===== config.mk =====
export PLATFORM = sky130hd
export DESIGN_NAME = multicycle_ctrl
export DESIGN_NICKNAME = d
export VERILOG_FILES = /design/src/rtl/rv_ctrl_pkg.sv /design/src/rtl/multicycle_ctrl.sv
export SDC_FILE = /design/constraint.sdc
export NUM_CORES = 1
export LEC_CHECK = 0
export BUFFER_PORTS_ARGS = -buffer_cell sky130_fd_sc_hd__buf_2
export CORE_ASPECT_RATIO = 0.75
export CORE_MARGIN = 2
export CORE_UTILIZATION = 31
export DETAILED_ROUTE_END_ITERATION = 6
export HOLD_SLACK_MARGIN = 0.1
export PLACE_DENSITY = 0.62
export SYNTH_ARGS = -nofsm -noshare
export SYNTH_HDL_FRONTEND = slang
export SYNTH_SLANG_ARGS = --single-unit

===== constraint.sdc =====
create_clock -name clk -period 4.4 [get_ports clk]
set_input_delay 0.88 -clock clk [delete_from_list [all_inputs] [get_ports clk]]
set_output_delay 0.88 -clock clk [all_outputs]
set_load 0.01 [all_outputs]

===== src/rtl/rv_ctrl_pkg.sv =====
// rtl/rv_ctrl_pkg.sv - shared opcode, state and datapath-select encodings for the RV32 subset core
package rv_ctrl_pkg;

    // Major opcodes of the supported RV32 subset (IR[6:0])
    localparam logic [6:0] OPC_RT  = 7'b0110011;
    localparam logic [6:0] OPC_IT  = 7'b0010011;
    localparam logic [6:0] OPC_LW  = 7'b0000011;
    localparam logic [6:0] OPC_SW  = 7'b0100011;
    localparam logic [6:0] OPC_BEQ = 7'b1100011;

    // Sequencer states
    typedef enum logic [3:0] {
        S_FETCH    = 4'd0,
        S_DECODE   = 4'd1,
        S_EXEC_R   = 4'd2,
        S_EXEC_I   = 4'd3,
        S_ALU_WB   = 4'd4,
        S_MEM_ADDR = 4'd5,
        S_MEM_RD   = 4'd6,
        S_MEM_WB   = 4'd7,
        S_MEM_WR   = 4'd8,
        S_BRANCH   = 4'd9,
        S_TRAP     = 4'd10
    } state_e;

    // ALU operand A select
    localparam logic [1:0] SRC_A_PC    = 2'b00;
    localparam logic [1:0] SRC_A_OLDPC = 2'b01;
    localparam logic [1:0] SRC_A_RS1   = 2'b10;

    // ALU operand B select
    localparam logic [1:0] SRC_B_RS2   = 2'b00;
    localparam logic [1:0] SRC_B_FOUR  = 2'b01;
    localparam logic [1:0] SRC_B_IMM   = 2'b10;

    // ALU operation class
    localparam logic [1:0] ALUOP_ADD   = 2'b00;
    localparam logic [1:0] ALUOP_SUB   = 2'b01;
    localparam logic [1:0] ALUOP_FUNCT = 2'b10;

    // States that own the memory port and therefore run the timeout counter
    function automatic logic is_mem_state(input state_e s);
        return (s == S_FETCH) || (s == S_MEM_RD) || (s == S_MEM_WR);
    endfunction

endpackage


===== src/rtl/multicycle_ctrl.sv =====
// rtl/multicycle_ctrl.sv - multi-cycle FSM sequencer for the shared ALU / unified memory datapath
module multicycle_ctrl
    import rv_ctrl_pkg::*;
#(
    parameter int RETIRE_W    = 32,
    parameter int MEM_TIMEOUT = 255
) (
    input  logic                clk,
    input  logic                rst,
    input  logic [6:0]          opcode,
    input  logic                zero,
    input  logic                mem_ready,
    output logic                mem_req,
    output logic                mem_we,
    output logic                iord,
    output logic                ir_write,
    output logic                pc_write,
    output logic                pc_write_cond,
    output logic                pcsrc,
    output logic [1:0]          alu_src_a,
    output logic [1:0]          alu_src_b,
    output logic [1:0]          aluop,
    output logic                memtoreg,
    output logic                regwrite,
    output logic                illegal,
    output logic                bus_err,
    output logic [RETIRE_W-1:0] retired
);

    // Counter holds 0..MEM_TIMEOUT-1 wait cycles already spent in the current memory state
    localparam int             TO_W     = $clog2(MEM_TIMEOUT + 1);
    localparam logic [TO_W-1:0] TO_LIMIT = TO_W'(MEM_TIMEOUT - 1);

    state_e                state_q, state_d;
    logic [TO_W-1:0]       cnt_q, cnt_d;
    logic [RETIRE_W-1:0]   retired_q;
    logic                  illegal_q, bus_err_q;

    logic                  retire, set_illegal, set_bus_err, timeout_hit;
    logic                  mem_req_c, mem_we_c, iord_c, ir_write_c, pc_write_c;
    logic                  pc_write_cond_c, pcsrc_c, memtoreg_c, regwrite_c;
    logic [1:0]            alu_src_a_c, alu_src_b_c, aluop_c;

    // The zero flag gates pc_write_cond inside the datapath; the sequencer only carries it
    logic                  unused_zero;
    assign unused_zero = zero;

    // This cycle would be the MEM_TIMEOUT-th wait cycle if ready does not arrive now
    assign timeout_hit = (cnt_q == TO_LIMIT);

    // Next-state, strobe decode and timeout counter update
    always_comb begin
        state_d         = state_q;
        cnt_d           = '0;
        retire          = 1'b0;
        set_illegal     = 1'b0;
        set_bus_err     = 1'b0;
        mem_req_c       = 1'b0;
        mem_we_c        = 1'b0;
        iord_c          = 1'b0;
        ir_write_c      = 1'b0;
        pc_write_c      = 1'b0;
        pc_write_cond_c = 1'b0;
        pcsrc_c         = 1'b0;
        memtoreg_c      = 1'b0;
        regwrite_c      = 1'b0;
        alu_src_a_c     = SRC_A_PC;
        alu_src_b_c     = SRC_B_RS2;
        aluop_c         = ALUOP_ADD;

        case (state_q)
            S_FETCH: begin
                mem_req_c   = 1'b1;
                alu_src_b_c = SRC_B_FOUR;
                // PC+4 and IR load happen exactly on the completing cycle
                ir_write_c  = mem_ready;
                pc_write_c  = mem_ready;
                if (mem_ready) begin
                    state_d = S_DECODE;
                end else if (timeout_hit) begin
                    state_d     = S_TRAP;
                    set_bus_err = 1'b1;
                end
            end
            S_DECODE: begin
                // Speculative branch target PC_old + imm parked in ALUOut
                alu_src_a_c = SRC_A_OLDPC;
                alu_src_b_c = SRC_B_IMM;
                case (opcode)
                    OPC_RT:         state_d = S_EXEC_R;
                    OPC_IT:         state_d = S_EXEC_I;
                    OPC_LW, OPC_SW: state_d = S_MEM_ADDR;
                    OPC_BEQ:        state_d = S_BRANCH;
                    default: begin
                        state_d     = S_TRAP;
                        set_illegal = 1'b1;
                    end
                endcase
            end
            S_EXEC_R: begin
                alu_src_a_c = SRC_A_RS1;
                alu_src_b_c = SRC_B_RS2;
                aluop_c     = ALUOP_FUNCT;
                state_d     = S_ALU_WB;
            end
            S_EXEC_I: begin
                alu_src_a_c = SRC_A_RS1;
                alu_src_b_c = SRC_B_IMM;
                state_d     = S_ALU_WB;
            end
            S_ALU_WB: begin
                regwrite_c = 1'b1;
                state_d    = S_FETCH;
                retire     = 1'b1;
            end
            S_MEM_ADDR: begin
                alu_src_a_c = SRC_A_RS1;
                alu_src_b_c = SRC_B_IMM;
                // Only LW and SW reach here, and IR is stable, so one opcode compare suffices
                state_d     = (opcode == OPC_LW) ? S_MEM_RD : S_MEM_WR;
            end
            S_MEM_RD: begin
                mem_req_c = 1'b1;
                iord_c    = 1'b1;
                if (mem_ready) begin
                    state_d = S_MEM_WB;
                end else if (timeout_hit) begin
                    state_d     = S_TRAP;
                    set_bus_err = 1'b1;
                end
            end
            S_MEM_WB: begin
                regwrite_c = 1'b1;
                memtoreg_c = 1'b1;
                state_d    = S_FETCH;
                retire     = 1'b1;
            end
            S_MEM_WR: begin
                mem_req_c = 1'b1;
                mem_we_c  = 1'b1;
                iord_c    = 1'b1;
                if (mem_ready) begin
                    state_d = S_FETCH;
                    retire  = 1'b1;
                end else if (timeout_hit) begin
                    state_d     = S_TRAP;
                    set_bus_err = 1'b1;
                end
            end
            S_BRANCH: begin
                alu_src_a_c     = SRC_A_RS1;
                alu_src_b_c     = SRC_B_RS2;
                aluop_c         = ALUOP_SUB;
                pc_write_cond_c = 1'b1;
                pcsrc_c         = 1'b1;
                state_d         = S_FETCH;
                retire          = 1'b1;
            end
            S_TRAP: begin
                state_d = S_TRAP;
            end
            default: begin
                state_d = S_TRAP;
            end
        endcase

        // Counting restarts whenever a memory state is (re)entered
        if ((state_d == state_q) && is_mem_state(state_q)) begin
            cnt_d = cnt_q + TO_W'(1);
        end
    end

    // State, timeout counter and sticky trap flags
    always_ff @(posedge clk or posedge rst) begin
        if (rst) begin
            state_q   <= S_FETCH;
            cnt_q     <= '0;
            illegal_q <= 1'b0;
            bus_err_q <= 1'b0;
        end else begin
            state_q   <= state_d;
            cnt_q     <= cnt_d;
            illegal_q <= illegal_q | set_illegal;
            bus_err_q <= bus_err_q | set_bus_err;
        end
    end

    // Retired-instruction counter, wraps at 2^RETIRE_W
    always_ff @(posedge clk or posedge rst) begin
        if (rst) begin
            retired_q <= '0;
        end else if (retire) begin
            retired_q <= retired_q + RETIRE_W'(1);
        end
    end

    // Reset forces every strobe low immediately, so an aborted writeback never fires
    assign mem_req       = mem_req_c       & ~rst;
    assign mem_we        = mem_we_c        & ~rst;
    assign iord          = iord_c          & ~rst;
    assign ir_write      = ir_write_c      & ~rst;
    assign pc_write      = pc_write_c      & ~rst;
    assign pc_write_cond = pc_write_cond_c & ~rst;
    assign pcsrc         = pcsrc_c         & ~rst;
    assign memtoreg      = memtoreg_c      & ~rst;
    assign regwrite      = regwrite_c      & ~rst;
    assign alu_src_a     = rst ? 2'b00 : alu_src_a_c;
    assign alu_src_b     = rst ? 2'b00 : alu_src_b_c;
    assign aluop         = rst ? 2'b00 : aluop_c;
    assign illegal       = illegal_q;
    assign bus_err       = bus_err_q;
    assign retired       = retired_q;

endmodule


# Yosys cells after proc, flatten, opt, wreduce, memory -nomap -nowiden

Index checks and enable logic that the tools add are counted.

Input port bits: 11
Bits in registers: 46
Output and inout port bits: 49

Eq/ne operators: 16
Reduce and logical (&&, ||, !) cells: 13
Bitwise gates (word level): 10
Add/sub/neg operators: 2
Multiplexer cells: 28

Operators by type and width:

| kind                                           | number |
|---|---|
| adder 32 x 1 -> 32 bit (second input constant) | 1 |
| case mux 4 bit (7 select lines)                | 1 |
| two-way mux 4 bit                              | 5 |
| == test 4 x 3 -> 1 bit (second input constant) | 4 |
| case mux 4 bit (4 select lines)                | 1 |
| == test 7 x 6 -> 1 bit (second input constant) | 2 |
| two-way mux 1 bit                              | 13 |
| case mux 2 bit (2 select lines)                | 3 |
| OR reduction 3 bit                             | 3 |
| adder 8 x 1 -> 8 bit (second input constant)   | 1 |
| == test 4 x 2 -> 1 bit (second input constant) | 2 |
| == test 4 bit (second input constant)          | 2 |
| == test 8 bit (second input constant)          | 1 |
| two-way mux 8 bit                              | 1 |
| OR reduction 2 bit                             | 4 |
| AND 1 bit                                      | 7 |
| == test 7 x 2 -> 1 bit (second input constant) | 1 |
| == test 7 x 5 -> 1 bit (second input constant) | 1 |
| == test 7 bit (second input constant)          | 1 |
| two-way mux 2 bit                              | 3 |
| OR reduction 5 bit                             | 1 |
| == test 4 x 1 -> 1 bit (second input constant) | 1 |
| == test 4 bit                                  | 1 |
| zero test 4 bit                                | 1 |
| 6 further kinds                                | 8 |

# Depth between registers and ports, before layout

Gate-level depths: netlist (run 1).

Word-level depth: 7
Depth in mapped cells: 6
Depth with buffers taken out: 6

# Worst setup path after synthesis (run 1)

No wires, ideal clock.

Path type: input -> output
Start: input port rst
End: output port pc_write
Path buffers: 2
Arrival: 2.994 ns
Cell stages on the path: 6
Setup slack: 0.526 ns
Cells stage by stage: clkbuf_1 inv_1 nand2_1 nor3_1 and2_1 buf_4

Longest elaborated chain between the ends: 2

Ends and longest elaborated chain:

| what               | RTL line              | source |
|---|---|---|
| start: declaration | multicycle_ctrl.sv:9  | `input logic rst,` |
| inverter 1 bit     | n/a                   |  |
| AND 1 bit          | n/a                   |  |
| end: declaration   | multicycle_ctrl.sv:17 | `output logic pc_write,` |

No other way between the ends.

# Final worst setup path (run 1)

Start: register state_q[3]
End: output port ir_write

Longest elaborated chain between the ends: 3

Ends and longest elaborated chain:

| what                     | RTL line               | source |
|---|---|---|
| start: declaration       | multicycle_ctrl.sv:34  | `state_e state_q, state_d;` |
| start signal: assignment | multicycle_ctrl.sv:181 | `state_q <= state_d;` |
| zero test 4 bit          | multicycle_ctrl.sv:71  | `case (state_q)` |
| two-way mux 1 bit        | multicycle_ctrl.sv:71  |  |
| AND 1 bit                | multicycle_ctrl.sv:201 | `assign ir_write = ir_write_c & ~rst;` |
| end: declaration         | multicycle_ctrl.sv:16  | `output logic ir_write,` |

No other way between the ends.

==> impl_table.tex, run 1 <==
\begin{tabular}{lr}
\hline
Metric & Value \\
\hline
\multicolumn{2}{l}{\textbf{Synthesis}} \\
Cell count after synthesis & 253 \\
Most frequently used flop master after synthesis & sky130\_fd\_sc\_hd\_\_dfrtp\_1 \\
Largest cells by area after synthesis & sky130\_fd\_sc\_hd\_\_dfrtp\_1, sky130\_fd\_sc\_hd\_\_xnor2\_1, sky130\_fd\_sc\_hd\_\_xor2\_1, sky130\_fd\_sc\_hd\_\_nor3\_1, sky130\_fd\_sc\_hd\_\_nand2\_1 \\
Post-synth cell types & 47 \\
Sequential element share of the synthesized area & 45.52\% \\
Most frequent cell after synthesis & sky130\_fd\_sc\_hd\_\_dfrtp\_1 \\
Top cells by instance count after synthesis & sky130\_fd\_sc\_hd\_\_dfrtp\_1, sky130\_fd\_sc\_hd\_\_nand2\_1, sky130\_fd\_sc\_hd\_\_xnor2\_1 \\
Flip-flop and latch count after synthesis & 46 \\
Yosys warns & 0 \\
Async S/R FF share, synth & 100.0\% \\
Post-synth design cell area & 0.002529 mm\^{}2 \\
Cell taking the most area after synthesis & sky130\_fd\_sc\_hd\_\_dfrtp\_1 \\
Post-synth EDFFs & 0 \\
Mapped Avg Cell Area & 9.995 um\^{}2 \\
Post-Syn Nets & 267 \\
Portion of synthesized cell area occupied by the leading cell type & 45.52\% \\
\multicolumn{2}{l}{\textbf{Routing}} \\
Routed vias/inst & 4.998 \\
Wire length per cell after detailed routing & 14.35 um \\
Routed via count & 2059 \\
Number of design rule violations left after detail routing & 0 \\
Number of nets with antenna violations after routing & 0 \\
First-pass iteration count of the detailed router & 4 \\
Detailed-route wire length & 5.914 mm \\
Iteration-0 DRC count of the detailed router & 110 \\
\multicolumn{2}{l}{\textbf{Timing}} \\
Setup violation total in the final timing report & 0 \\
Shortest clock period the worst path allows after layout & 2670 ps \\
Max Freq & 0.3746 GHz \\
Setup repair after global routing missed its margin & no \\
Final total negative setup slack & 0 ps \\
Period Utilization, post-route & 60.68\% \\
Worst slew margin relative to its limit & 33.01\% \\
Hold violation count in the final report & 0 \\
Measured slew at the worst slew-check pin & 995.7 ps \\
Max Clock Skew & 6.808 ps \\
Final-layout worst hold slack & 466.5 ps \\
Final count of pins violating max slew & 0 \\
\multicolumn{2}{l}{\textbf{Global route}} \\
Global-route wire length before repair & 9.729 mm \\
Maximum number of pins on one net before global-route repair & 47 \\
Total global-route track usage & 13.96\% \\
Number of antenna violations at the first check in global routing & 0 \\
Vias in the first global route & 1877 \\
Grt total ovfl & 0 \\
\multicolumn{2}{l}{\textbf{Worst setup path}} \\
Crit path required time & 3520 ps \\
Number of cells on the critical path & 5 \\
Depth of the most critical reg-to-reg path & 4 \\
Sequence of cells on the critical path & nor2\_1 > nand2\_1 > nor3\_1 > and2\_1 > buf\_2 \\
Slowest stage cell on the critical path & sky130\_fd\_sc\_hd\_\_dfrtp\_1 \\
Worst Setup Path Type & flip-flop to primary output \\
Largest stage delay, worst path & 570 ps \\
Cell family with the largest share of critical-path delay & simple AND/OR/NAND/NOR gates \\
Crit. End Element & primary output \\
Worst endpoint data arrival time & 1790 ps \\
Type of origin of the critical path & flip-flop \\
Number of buffer and inverter stages on the critical path & 1 \\
Peak fanout along the critical path & 17 \\
\multicolumn{2}{l}{\textbf{Place}} \\
Placed Area & 0.002903 mm\^{}2 \\
Port Buffers & 58 \\
Post-detailed-placement half-perimeter wirelength & 4.288 mm \\
Gp weighted congestion & 0.7979 \\
\multicolumn{2}{l}{\textbf{Power}} \\
Total power & 1.275 mW \\
Sequential Power Share & 45.5\% \\
Combinational cell fraction of total power & 34.5\% \\
Pwr/cell area & 426.9 mW/mm\^{}2 \\
Maximum vdd ir drop & 0.1527 mV \\
Switching pwr & 0.5140 mW \\
Switch share & 40.33\% \\
Clock network fraction of design power & 20.0\% \\
Leakage & 1.225 nW \\
Internal Dissipation & 0.7606 mW \\
\multicolumn{2}{l}{\textbf{Floorplan}} \\
Height of the die & 82.22 um \\
Area of the placeable core & 0.007918 mm\^{}2 \\
Floorplan row count & 28 \\
Initial core utilization & 31.94\% \\
Num ports & 60 \\
Die footprint & 0.008903 mm\^{}2 \\
Chip Width & 108.3 um \\
\multicolumn{2}{l}{\textbf{Clocking}} \\
Clock-pin slew on the worst setup and hold paths & 80 ps \\
Clock tree from TritonCTS & yes \\
Buffer type at the clock tree root & sky130\_fd\_sc\_hd\_\_clkbuf\_8 \\
CTS-repair resized insts & 0 \\
Number of sinks driven by the clock tree & 46 \\
Number of H-tree branching levels & 2 \\
Setup bufs post-CTS & 0 \\
CTS Buf Count & 5 \\
Clock latency on the worst-skew pair & 290 ps \\
Number of hold buffers added after cts & 0 \\
Buffer levels on the longest clock path & 2 \\
\multicolumn{2}{l}{\textbf{Run}} \\
Max-cap check violation count & 0 \\
\multicolumn{2}{l}{\textbf{Cells and area}} \\
Finished Cell Area & 0.002985 mm\^{}2 \\
Layout fillers & 829 \\
Share of final-layout standard cells stronger than drive strength 1 & 26.71\% \\
Diode count & 0 \\
Core occupancy in the finished layout & 37.71\% \\
Signed area change from the synthesized netlist to the final layout & 18.06\% \\
\# nets final & 322 \\
\multicolumn{2}{l}{\textbf{Min path}} \\
Instance count along the most critical hold path & 1 \\
Worst hold-check path type & flip-flop to flip-flop \\
\multicolumn{2}{l}{\textbf{Outcome}} \\
Run status & finished clean \\
\hline
\end{tabular}
-- cell families (layout without fill, tap and decap cells) --
kind of cell | Yosys count | count (layout) | synth area share, %
simple gates | 120 | 120 | 29.00
compound gates | 27 | 27 | 7.323
xor+xnor | 38 | 38 | 13.16
fa+ha+maj | 3 | 3 | 1.485
flops | 46 | 46 | 45.52
buf+inv | 19 | 73 | 3.513
-- cell type report --
cell class | count | area [um^2] | share of cell area [%]
clock buffers | 6 | 82.58 | 2.766
well taps | 105 | 131.4 | 4.401
flip-flops and latches | 46 | 1151 | 38.56
multi-input cells | 188 | 1289 | 43.17
repair buffers | 60 | 305.3 | 10.23
inverters | 7 | 26.28 | 0.8801
-- registers in the layout (all words and copies together) (netlist names) --
signal   cells
retired     32
bus_err      1
cnt_q        8
illegal      1
state_q      4
-- cells in the final DEF, fill, tap and decap left out, types with 2 or more instances in the layout --
cell	n
sky130_fd_sc_hd__a211oi_1	2
sky130_fd_sc_hd__a21oi_1	6
sky130_fd_sc_hd__a31o_2	2
sky130_fd_sc_hd__a31oi_1	3
sky130_fd_sc_hd__and3_1	2
sky130_fd_sc_hd__and4_1	2
sky130_fd_sc_hd__buf_2	58
sky130_fd_sc_hd__buf_4	2
sky130_fd_sc_hd__clkbuf_8	6
sky130_fd_sc_hd__dfrtp_1	46
sky130_fd_sc_hd__ha_1	3
sky130_fd_sc_hd__inv_1	6
sky130_fd_sc_hd__nand2_1	24
sky130_fd_sc_hd__nand2b_1	4
sky130_fd_sc_hd__nand3_1	14
sky130_fd_sc_hd__nand4_1	11
sky130_fd_sc_hd__nand4bb_1	3
sky130_fd_sc_hd__nor2_1	10
sky130_fd_sc_hd__nor2b_1	3
sky130_fd_sc_hd__nor3_1	18
sky130_fd_sc_hd__nor4_1	6
sky130_fd_sc_hd__nor4_2	6
sky130_fd_sc_hd__nor4b_1	5
sky130_fd_sc_hd__o21a_1	2
sky130_fd_sc_hd__o21ai_0	3
sky130_fd_sc_hd__or4_4	2
sky130_fd_sc_hd__xnor2_1	23
sky130_fd_sc_hd__xor2_1	15
-- metrics by stage --
stage	std cells	setup WS, ps
final	412	1730
after global routing	412	1592
after CTS	412	1754
after detailed placement	406	1823
after global placement	406	1853
after floorplan	253	526.3
-- worst reg2reg max path, stage by stage (launching register included) --
cell	delay (ps)
sky130_fd_sc_hd__dfrtp_1	650
sky130_fd_sc_hd__nor2b_1	350
sky130_fd_sc_hd__o311ai_0	290
sky130_fd_sc_hd__a31oi_1	620
sky130_fd_sc_hd__nor3_1	110
-- routing by layer --
metal,global-route usage [%],share of wire [%],vias to the layer above
met1,21.31,53,968
met3,3.061,5.1,5
met5,0,0,-
met4,3.462,0.66,0
li1,-,-,1035
met2,19.87,41,51
-- power by group through the flow --
stage          registers [mW]  clock network (mW)  logic [mW]
6_report                0.580               0.254       0.440
5_1_grt                 0.595               0.275       0.489
4_1_cts                 0.576               0.263       0.444
3_5_place_dp            0.584                   0       0.443
3_3_place_gp            0.583                   0       0.438
2_1_floorplan           0.541                   0       0.349
-- path summary, 6_finish.rpt --
kind | end | slack (ps) | from
max in group asynchronous | retired[3] | 3200 | rst
worst min-delay path | bus_err | 470 | bus_err
worst max-delay path | ir_write | 1730 | state_q[3]
worst max register to register | cnt_q[5] | 2240 | state_q[0]
worst min register to register | bus_err | 470 | bus_err
min in group asynchronous | state_q[2] | 810 | rst
(Power assumes the default switching activity.)
==> run 2: changes to the inputs <==
- clock period: 4.4 -> 2.68 ns (I/O delays scaled with it)
==> impl_table.tex, run 2 (synthesis results as in run 1) <==
\begin{tabular}{lr}
\hline
Metric & Value \\
\hline
\multicolumn{2}{l}{\textbf{Timing}} \\
Period Utilization, post-route & 84.68\% \\
Final-layout worst hold slack & 478.5 ps (was 466.5 ps) \\
Setup violation total in the final timing report & 0 (unchanged) \\
Setup slack of the critical path after layout & 410.6 ps (was 1730 ps) \\
Max Freq & 0.4406 GHz \\
Final total negative setup slack & 0 ps (unchanged) \\
Hold violation count in the final report & 0 (unchanged) \\
Worst slew margin relative to its limit & 58.47\% (was 33.01\%) \\
Shortest clock period the worst path allows after layout & 2269 ps \\
Measured slew at the worst slew-check pin & 620.0 ps (was 995.7 ps) \\
Max Clock Skew & 8.819 ps (was 6.808 ps) \\
Setup repair after global routing missed its margin & no (unchanged) \\
Final count of pins violating max slew & 0 (unchanged) \\
\multicolumn{2}{l}{\textbf{Worst setup path}} \\
Setup slack of the worst register-to-register path & 580 ps (was 2240 ps) \\
Worst endpoint data arrival time & 1730 ps (was 1790 ps) \\
Peak fanout along the critical path & 17 (unchanged) \\
Type of origin of the critical path & flip-flop (unchanged) \\
Critical register-to-register path startpoint & state\_q[1] (was state\_q[0]) \\
Crit. End Element & primary output (unchanged) \\
Capturing point of the worst reg2reg path & cnt\_q[0] (was cnt\_q[5]) \\
Crit path required time & 2140 ps (was 3520 ps) \\
Depth of the most critical reg-to-reg path & 4 (unchanged) \\
Worst Setup Path Type & flip-flop to primary output (unchanged) \\
\multicolumn{2}{l}{\textbf{Place}} \\
Placed Area & 0.002924 mm\^{}2 (was 0.002903 mm\^{}2) \\
Gp weighted congestion & 0.9052 (was 0.7979) \\
Worst slack at placement & 456.8 ps (was 1823 ps) \\
Post-detailed-placement half-perimeter wirelength & 4.411 mm (was 4.288 mm) \\
Inst Count DP & 408 (was 406) \\
Port Buffers & 58 (unchanged) \\
\multicolumn{2}{l}{\textbf{Clocking}} \\
CTS-repair resized insts & 0 (unchanged) \\
Number of sinks driven by the clock tree & 46 (unchanged) \\
Clock tree from TritonCTS & yes (unchanged) \\
Setup bufs post-CTS & 0 (unchanged) \\
Buffer levels on the longest clock path & 2 (unchanged) \\
Clock latency on the worst-skew pair & 290 ps (about the same) \\
CTS Buf Count & 5 (unchanged) \\
Number of hold buffers added after cts & 0 (unchanged) \\
Clock-pin slew on the worst setup and hold paths & 90 ps (was 80 ps) \\
Buffer type at the clock tree root & sky130\_fd\_sc\_hd\_\_clkbuf\_8 (unchanged) \\
Number of H-tree branching levels & 2 (unchanged) \\
\multicolumn{2}{l}{\textbf{Power}} \\
Pwr/cell area & 697.8 mW/mm\^{}2 (was 426.9 mW/mm\^{}2) \\
Leakage & 1.237 nW (was 1.225 nW) \\
Maximum vdd ir drop & 0.2020 mV (was 0.1527 mV) \\
Total power & 2.104 mW (was 1.275 mW) \\
\multicolumn{2}{l}{\textbf{Routing}} \\
Routed via count & 2095 (was 2059) \\
First-pass iteration count of the detailed router & 4 (unchanged) \\
Wire length per cell after detailed routing & 14.38 um (was 14.35 um) \\
Number of design rule violations left after detail routing & 0 (unchanged) \\
Routed vias/inst & 5.036 (was 4.998) \\
Iteration-0 DRC count of the detailed router & 158 (was 110) \\
Number of nets with antenna violations after routing & 0 (unchanged) \\
Detailed-route wire length & 5.981 mm (was 5.914 mm) \\
\multicolumn{2}{l}{\textbf{Min path}} \\
Source of the worst hold timing path & bus\_err (unchanged) \\
Instance count along the most critical hold path & 1 (unchanged) \\
Endpoint of the worst hold-timing path & bus\_err (unchanged) \\
Worst hold-check path type & flip-flop to flip-flop (unchanged) \\
\multicolumn{2}{l}{\textbf{Cells and area}} \\
Finished Cell Area & 0.003015 mm\^{}2 (was 0.002985 mm\^{}2) \\
Core occupancy in the finished layout & 38.08\% (was 37.71\%) \\
Signed area change from the synthesized netlist to the final layout & 19.25\% (was 18.06\%) \\
Flip-flop count of the largest register, all copies and words added & 32 (unchanged) \\
\# nets final & 324 (was 322) \\
Most frequent cells in the layout & sky130\_fd\_sc\_hd\_\_buf\_2, sky130\_fd\_sc\_hd\_\_dfrtp\_1, sky130\_fd\_sc\_hd\_\_xnor2\_1, sky130\_fd\_sc\_hd\_\_nand2\_1, sky130\_fd\_sc\_hd\_\_nor3\_1 (was sky130\_fd\_sc\_hd\_\_buf\_2, sky130\_fd\_sc\_hd\_\_dfrtp\_1, sky130\_fd\_sc\_hd\_\_nand2\_1) \\
Most common library cell in the layout ignoring fill and taps & sky130\_fd\_sc\_hd\_\_buf\_2 (unchanged) \\
Share of final-layout standard cells stronger than drive strength 1 & 27.65\% (was 26.71\%) \\
Number of non-filler instances in the completed layout & 416 (was 412) \\
Diode count & 0 (unchanged) \\
\multicolumn{2}{l}{\textbf{Global route}} \\
Number of antenna violations at the first check in global routing & 0 (unchanged) \\
Total global-route track usage & 13.69\% (was 13.96\%) \\
Maximum number of pins on one net before global-route repair & 47 (unchanged) \\
Global-route wire length before repair & 9.591 mm (was 9.729 mm) \\
Grt total ovfl & 0 (unchanged) \\
Vias in the first global route & 1930 (was 1877) \\
\multicolumn{2}{l}{\textbf{Floorplan}} \\
Num ports & 60 (unchanged) \\
Initial core utilization & 31.94\% (unchanged) \\
Floorplan row count & 28 (unchanged) \\
Die footprint & 0.008903 mm\^{}2 (unchanged) \\
Chip Width & 108.3 um (unchanged) \\
Height of the die & 82.22 um (unchanged) \\
Area of the placeable core & 0.007918 mm\^{}2 (unchanged) \\
\multicolumn{2}{l}{\textbf{Run}} \\
Max-cap check violation count & 0 (unchanged) \\
\multicolumn{2}{l}{\textbf{Outcome}} \\
Run status & finished clean (unchanged) \\
\hline
\end{tabular}
[run 2: area by class of cell]
class / instances / area, um^2
Clock buffer: 7 / 86.33
Timing Repair Buffer: 62 / 320.3
Tap cell: 105 / 131.4
Sequential cell: 46 / 1151
Multi-Input combinational cell: 188 / 1291
Fill cell: 825 / 4902
Inverter: 7 / 30.03
Clock inverter: 1 / 5.005
[run 2: how the worst max path moves through the flow]
stage / startpoint / endpoint / cells past startpoint
6_report: state_q[3] / ir_write / 5
5_1_grt: state_q[3] / ir_write / 5
4_1_cts: state_q[3] / ir_write / 5
3_5_place_dp: opcode[2] / cnt_q[2] / 5
3_3_place_gp: opcode[2] / cnt_q[4] / 5
2_1_floorplan: rst / pc_write / 6
[run 2: metal layers]
metal | vias to the layer above | part of all wire (%) | GRT usage [%] | wire length [um]
met5 | - | 0 | 0 | 0
li1 | 1031 | - | - | -
met1 | 1016 | 50 | 20.14 | 3007
met3 | 2 | 6.0 | 3.532 | 356
met4 | 0 | 0.27 | 2.179 | 16
met2 | 46 | 43 | 20.63 | 2601
[run 2: worst max-delay path: stages, from the launching register on]
cell and delay (ps):
sky130_fd_sc_hd__dfrtp_1 570, sky130_fd_sc_hd__nor2_1 300, sky130_fd_sc_hd__nand2_2 100, sky130_fd_sc_hd__nor3_1 170, sky130_fd_sc_hd__and2_1 170, sky130_fd_sc_hd__buf_2 130
[run 2: power by group]
part / total, mW / leakage, nW / internal, mW / switching (mW)
logic: 0.727 / 0.602 / 0.278 / 0.448
clock network: 0.431 / 0.0482 / 0.208 / 0.222
registers: 0.947 / 0.587 / 0.772 / 0.175
total: 2.10 / 1.24 / 1.26 / 0.845
==> run 3: changes to the inputs <==
- clock period: 2.68 -> 2.32 ns (I/O delays scaled with it)
==> impl_table.tex, run 3 (synthesis results as in run 1) <==
\begin{tabular}{lr}
\hline
Metric & Value \\
\hline
\multicolumn{2}{l}{\textbf{Outcome}} \\
Run status & finished clean (unchanged) \\
\multicolumn{2}{l}{\textbf{Routing}} \\
First-pass iteration count of the detailed router & 4 (unchanged) \\
Wire length per cell after detailed routing & 14.09 um (was 14.38 um) \\
Routed via count & 2108 (was 2095) \\
Number of nets with antenna violations after routing & 0 (unchanged) \\
Number of design rule violations left after detail routing & 0 (unchanged) \\
Detailed-route wire length & 5.904 mm (was 5.981 mm) \\
Routed vias/inst & 5.031 (was 5.036) \\
Iteration-0 DRC count of the detailed router & 76 (was 158) \\
\multicolumn{2}{l}{\textbf{Timing}} \\
Measured slew at the worst slew-check pin & 612.3 ps (was 620.0 ps) \\
Final count of pins violating max slew & 0 (unchanged) \\
Setup violation total in the final timing report & 0 (unchanged) \\
Shortest clock period the worst path allows after layout & 2197 ps \\
Hold violation count in the final report & 0 (unchanged) \\
Max Freq & 0.4551 GHz \\
Worst slew margin relative to its limit & 58.66\% (was 58.47\%) \\
Period Utilization, post-route & 94.71\% \\
Setup repair after global routing missed its margin & no (unchanged) \\
Max Clock Skew & 10.66 ps (was 8.819 ps) \\
Setup slack of the critical path after layout & 122.7 ps (was 410.6 ps) \\
Final-layout worst hold slack & 428.7 ps (was 478.5 ps) \\
\multicolumn{2}{l}{\textbf{Worst setup path}} \\
Sequence of cells on the critical path & nor2\_1 > nand2\_2 > nor3\_4 > and2\_4 > buf\_2 (was nor2\_1 > nand2\_2 > nor3\_1 > and2\_1 > buf\_2) \\
Slowest stage cell on the critical path & sky130\_fd\_sc\_hd\_\_dfrtp\_1 (unchanged) \\
Crit path required time & 1860 ps (was 2140 ps) \\
Crit. End Element & primary output (unchanged) \\
Peak fanout along the critical path & 15 (was 17) \\
Type of origin of the critical path & flip-flop (unchanged) \\
Largest stage delay, worst path & 520 ps (was 570 ps) \\
Worst endpoint data arrival time & 1730 ps (about the same) \\
Worst Setup Path Type & flip-flop to primary output (unchanged) \\
\multicolumn{2}{l}{\textbf{Global route}} \\
Number of antenna violations at the first check in global routing & 0 (unchanged) \\
Maximum number of pins on one net before global-route repair & 47 (unchanged) \\
Vias in the first global route & 1831 (was 1930) \\
Grt total ovfl & 0 (unchanged) \\
Global-route wire length before repair & 9.556 mm (was 9.591 mm) \\
Total global-route track usage & 14.01\% (was 13.69\%) \\
\multicolumn{2}{l}{\textbf{Cells and area}} \\
Finished Cell Area & 0.003080 mm\^{}2 (was 0.003015 mm\^{}2) \\
Number of non-filler instances in the completed layout & 419 (was 416) \\
Share of final-layout standard cells stronger than drive strength 1 & 29.30\% (was 27.65\%) \\
Signed area change from the synthesized netlist to the final layout & 21.82\% (was 19.25\%) \\
Flip-flop count of the largest register, all copies and words added & 32 (unchanged) \\
Most common library cell in the layout ignoring fill and taps & sky130\_fd\_sc\_hd\_\_buf\_2 (unchanged) \\
Layout fillers & 816 (was 825) \\
\# nets final & 328 (was 324) \\
Most frequent cells in the layout & sky130\_fd\_sc\_hd\_\_buf\_2, sky130\_fd\_sc\_hd\_\_dfrtp\_1, sky130\_fd\_sc\_hd\_\_xnor2\_1, sky130\_fd\_sc\_hd\_\_nand2\_1, sky130\_fd\_sc\_hd\_\_nor3\_1 (unchanged) \\
Diode count & 0 (unchanged) \\
\multicolumn{2}{l}{\textbf{Place}} \\
Post-detailed-placement half-perimeter wirelength & 4.398 mm (was 4.411 mm) \\
Inst Count DP & 412 (was 408) \\
Port Buffers & 58 (unchanged) \\
Worst slack at placement & 101.3 ps (was 456.8 ps) \\
Placed Area & 0.002968 mm\^{}2 (was 0.002924 mm\^{}2) \\
Gp weighted congestion & 0.8666 (was 0.9052) \\
\multicolumn{2}{l}{\textbf{Clocking}} \\
Clock-pin slew on the worst setup and hold paths & 90 ps (about the same) \\
Number of sinks driven by the clock tree & 46 (unchanged) \\
Number of H-tree branching levels & 2 (unchanged) \\
Setup bufs post-CTS & 0 (unchanged) \\
Buffer type at the clock tree root & sky130\_fd\_sc\_hd\_\_clkbuf\_8 (unchanged) \\
CTS Buf Count & 5 (unchanged) \\
CTS-repair resized insts & 0 (unchanged) \\
Buffer levels on the longest clock path & 2 (unchanged) \\
Clock tree from TritonCTS & yes (unchanged) \\
Clock latency on the worst-skew pair & 300 ps (was 290 ps) \\
Number of hold buffers added after cts & 0 (unchanged) \\
\multicolumn{2}{l}{\textbf{Floorplan}} \\
Floorplan row count & 28 (unchanged) \\
Chip Width & 108.3 um (unchanged) \\
Height of the die & 82.22 um (unchanged) \\
Initial core utilization & 31.94\% (unchanged) \\
Die footprint & 0.008903 mm\^{}2 (unchanged) \\
Num ports & 60 (unchanged) \\
Area of the placeable core & 0.007918 mm\^{}2 (unchanged) \\
\multicolumn{2}{l}{\textbf{Power}} \\
Pwr/cell area & 847.8 mW/mm\^{}2 (was 697.8 mW/mm\^{}2) \\
Leakage & 1.269 nW (was 1.237 nW) \\
Total power & 2.612 mW (was 2.104 mW) \\
Maximum vdd ir drop & 0.2572 mV (was 0.2020 mV) \\
\multicolumn{2}{l}{\textbf{Min path}} \\
Worst hold-check path type & input port to asynchronous set/reset pin (was flip-flop to flip-flop) \\
\multicolumn{2}{l}{\textbf{Run}} \\
Max-cap check violation count & 0 (unchanged) \\
\hline
\end{tabular}
-- run 3: cell types whose count changed in the layout (fill, tap and decap cells not counted), sizes merged --
cell	change
clkinv	-1
bufinv	+1
buf	+4
clkbuf	-1
-- run 3: worst max-delay path, delay by kind of cell (launching register included) --
kind                   cells  cell delay, ps
buffers and inverters      1             120
AND/OR/NAND/NOR            4             790
flip-flops                 1             520
-- run 3: final cells by class --
class / count / area (um^2) / area share [%]
flip-flops and latches: 46 / 1151 / 37.37
repair buffers: 66 / 350.3 / 11.37
clock buffers: 6 / 82.58 / 2.681
inverters: 7 / 30.03 / 0.9748
multi-input cells: 188 / 1305 / 42.36
clock inverters: 1 / 30.03 / 0.9748
well taps: 105 / 131.4 / 4.265
-- run 3: worst paths after layout --
| path | from | end | slack [ps] | depth (start not counted) |
|---|---|---|---|---|
| min in group clk | bus_err | bus_err | 470 | 1 |
| min reg2reg | bus_err | bus_err | 470 | 1 |
| min | rst | state_q[3] | 430 | 3 |
| max reg2reg | state_q[0] | retired[11] | 310 | 4 |
| max | state_q[2] | pc_write | 120 | 5 |
| max in group asynchronous | rst | retired[14] | 1490 | 3 |
-- run 3: layer usage --
metal | share of wire (%) | up-vias | global-route usage (%)
li1 | - | 1047 | -
met1 | 52 | 1001 | 21.38
met2 | 41 | 53 | 18.99
met3 | 5.3 | 7 | 2.826
met4 | 1.4 | 0 | 5.769
met5 | 0 | - | 0
-- run 3: report_power, final --
part	switching, mW	internal, mW	total [mW]
Sequential	0.195	0.892	1.09
Combinational	0.546	0.366	0.912
Clock	0.268	0.345	0.612
-- run 3: per-stage QoR --
stage,util (%),TNS (ps)
6_report,38.91,0
2_1_floorplan,-,-71.83
5_1_grt,38.91,0
4_1_cts,38.91,0
3_3_place_gp,37.48,0
3_5_place_dp,37.48,0
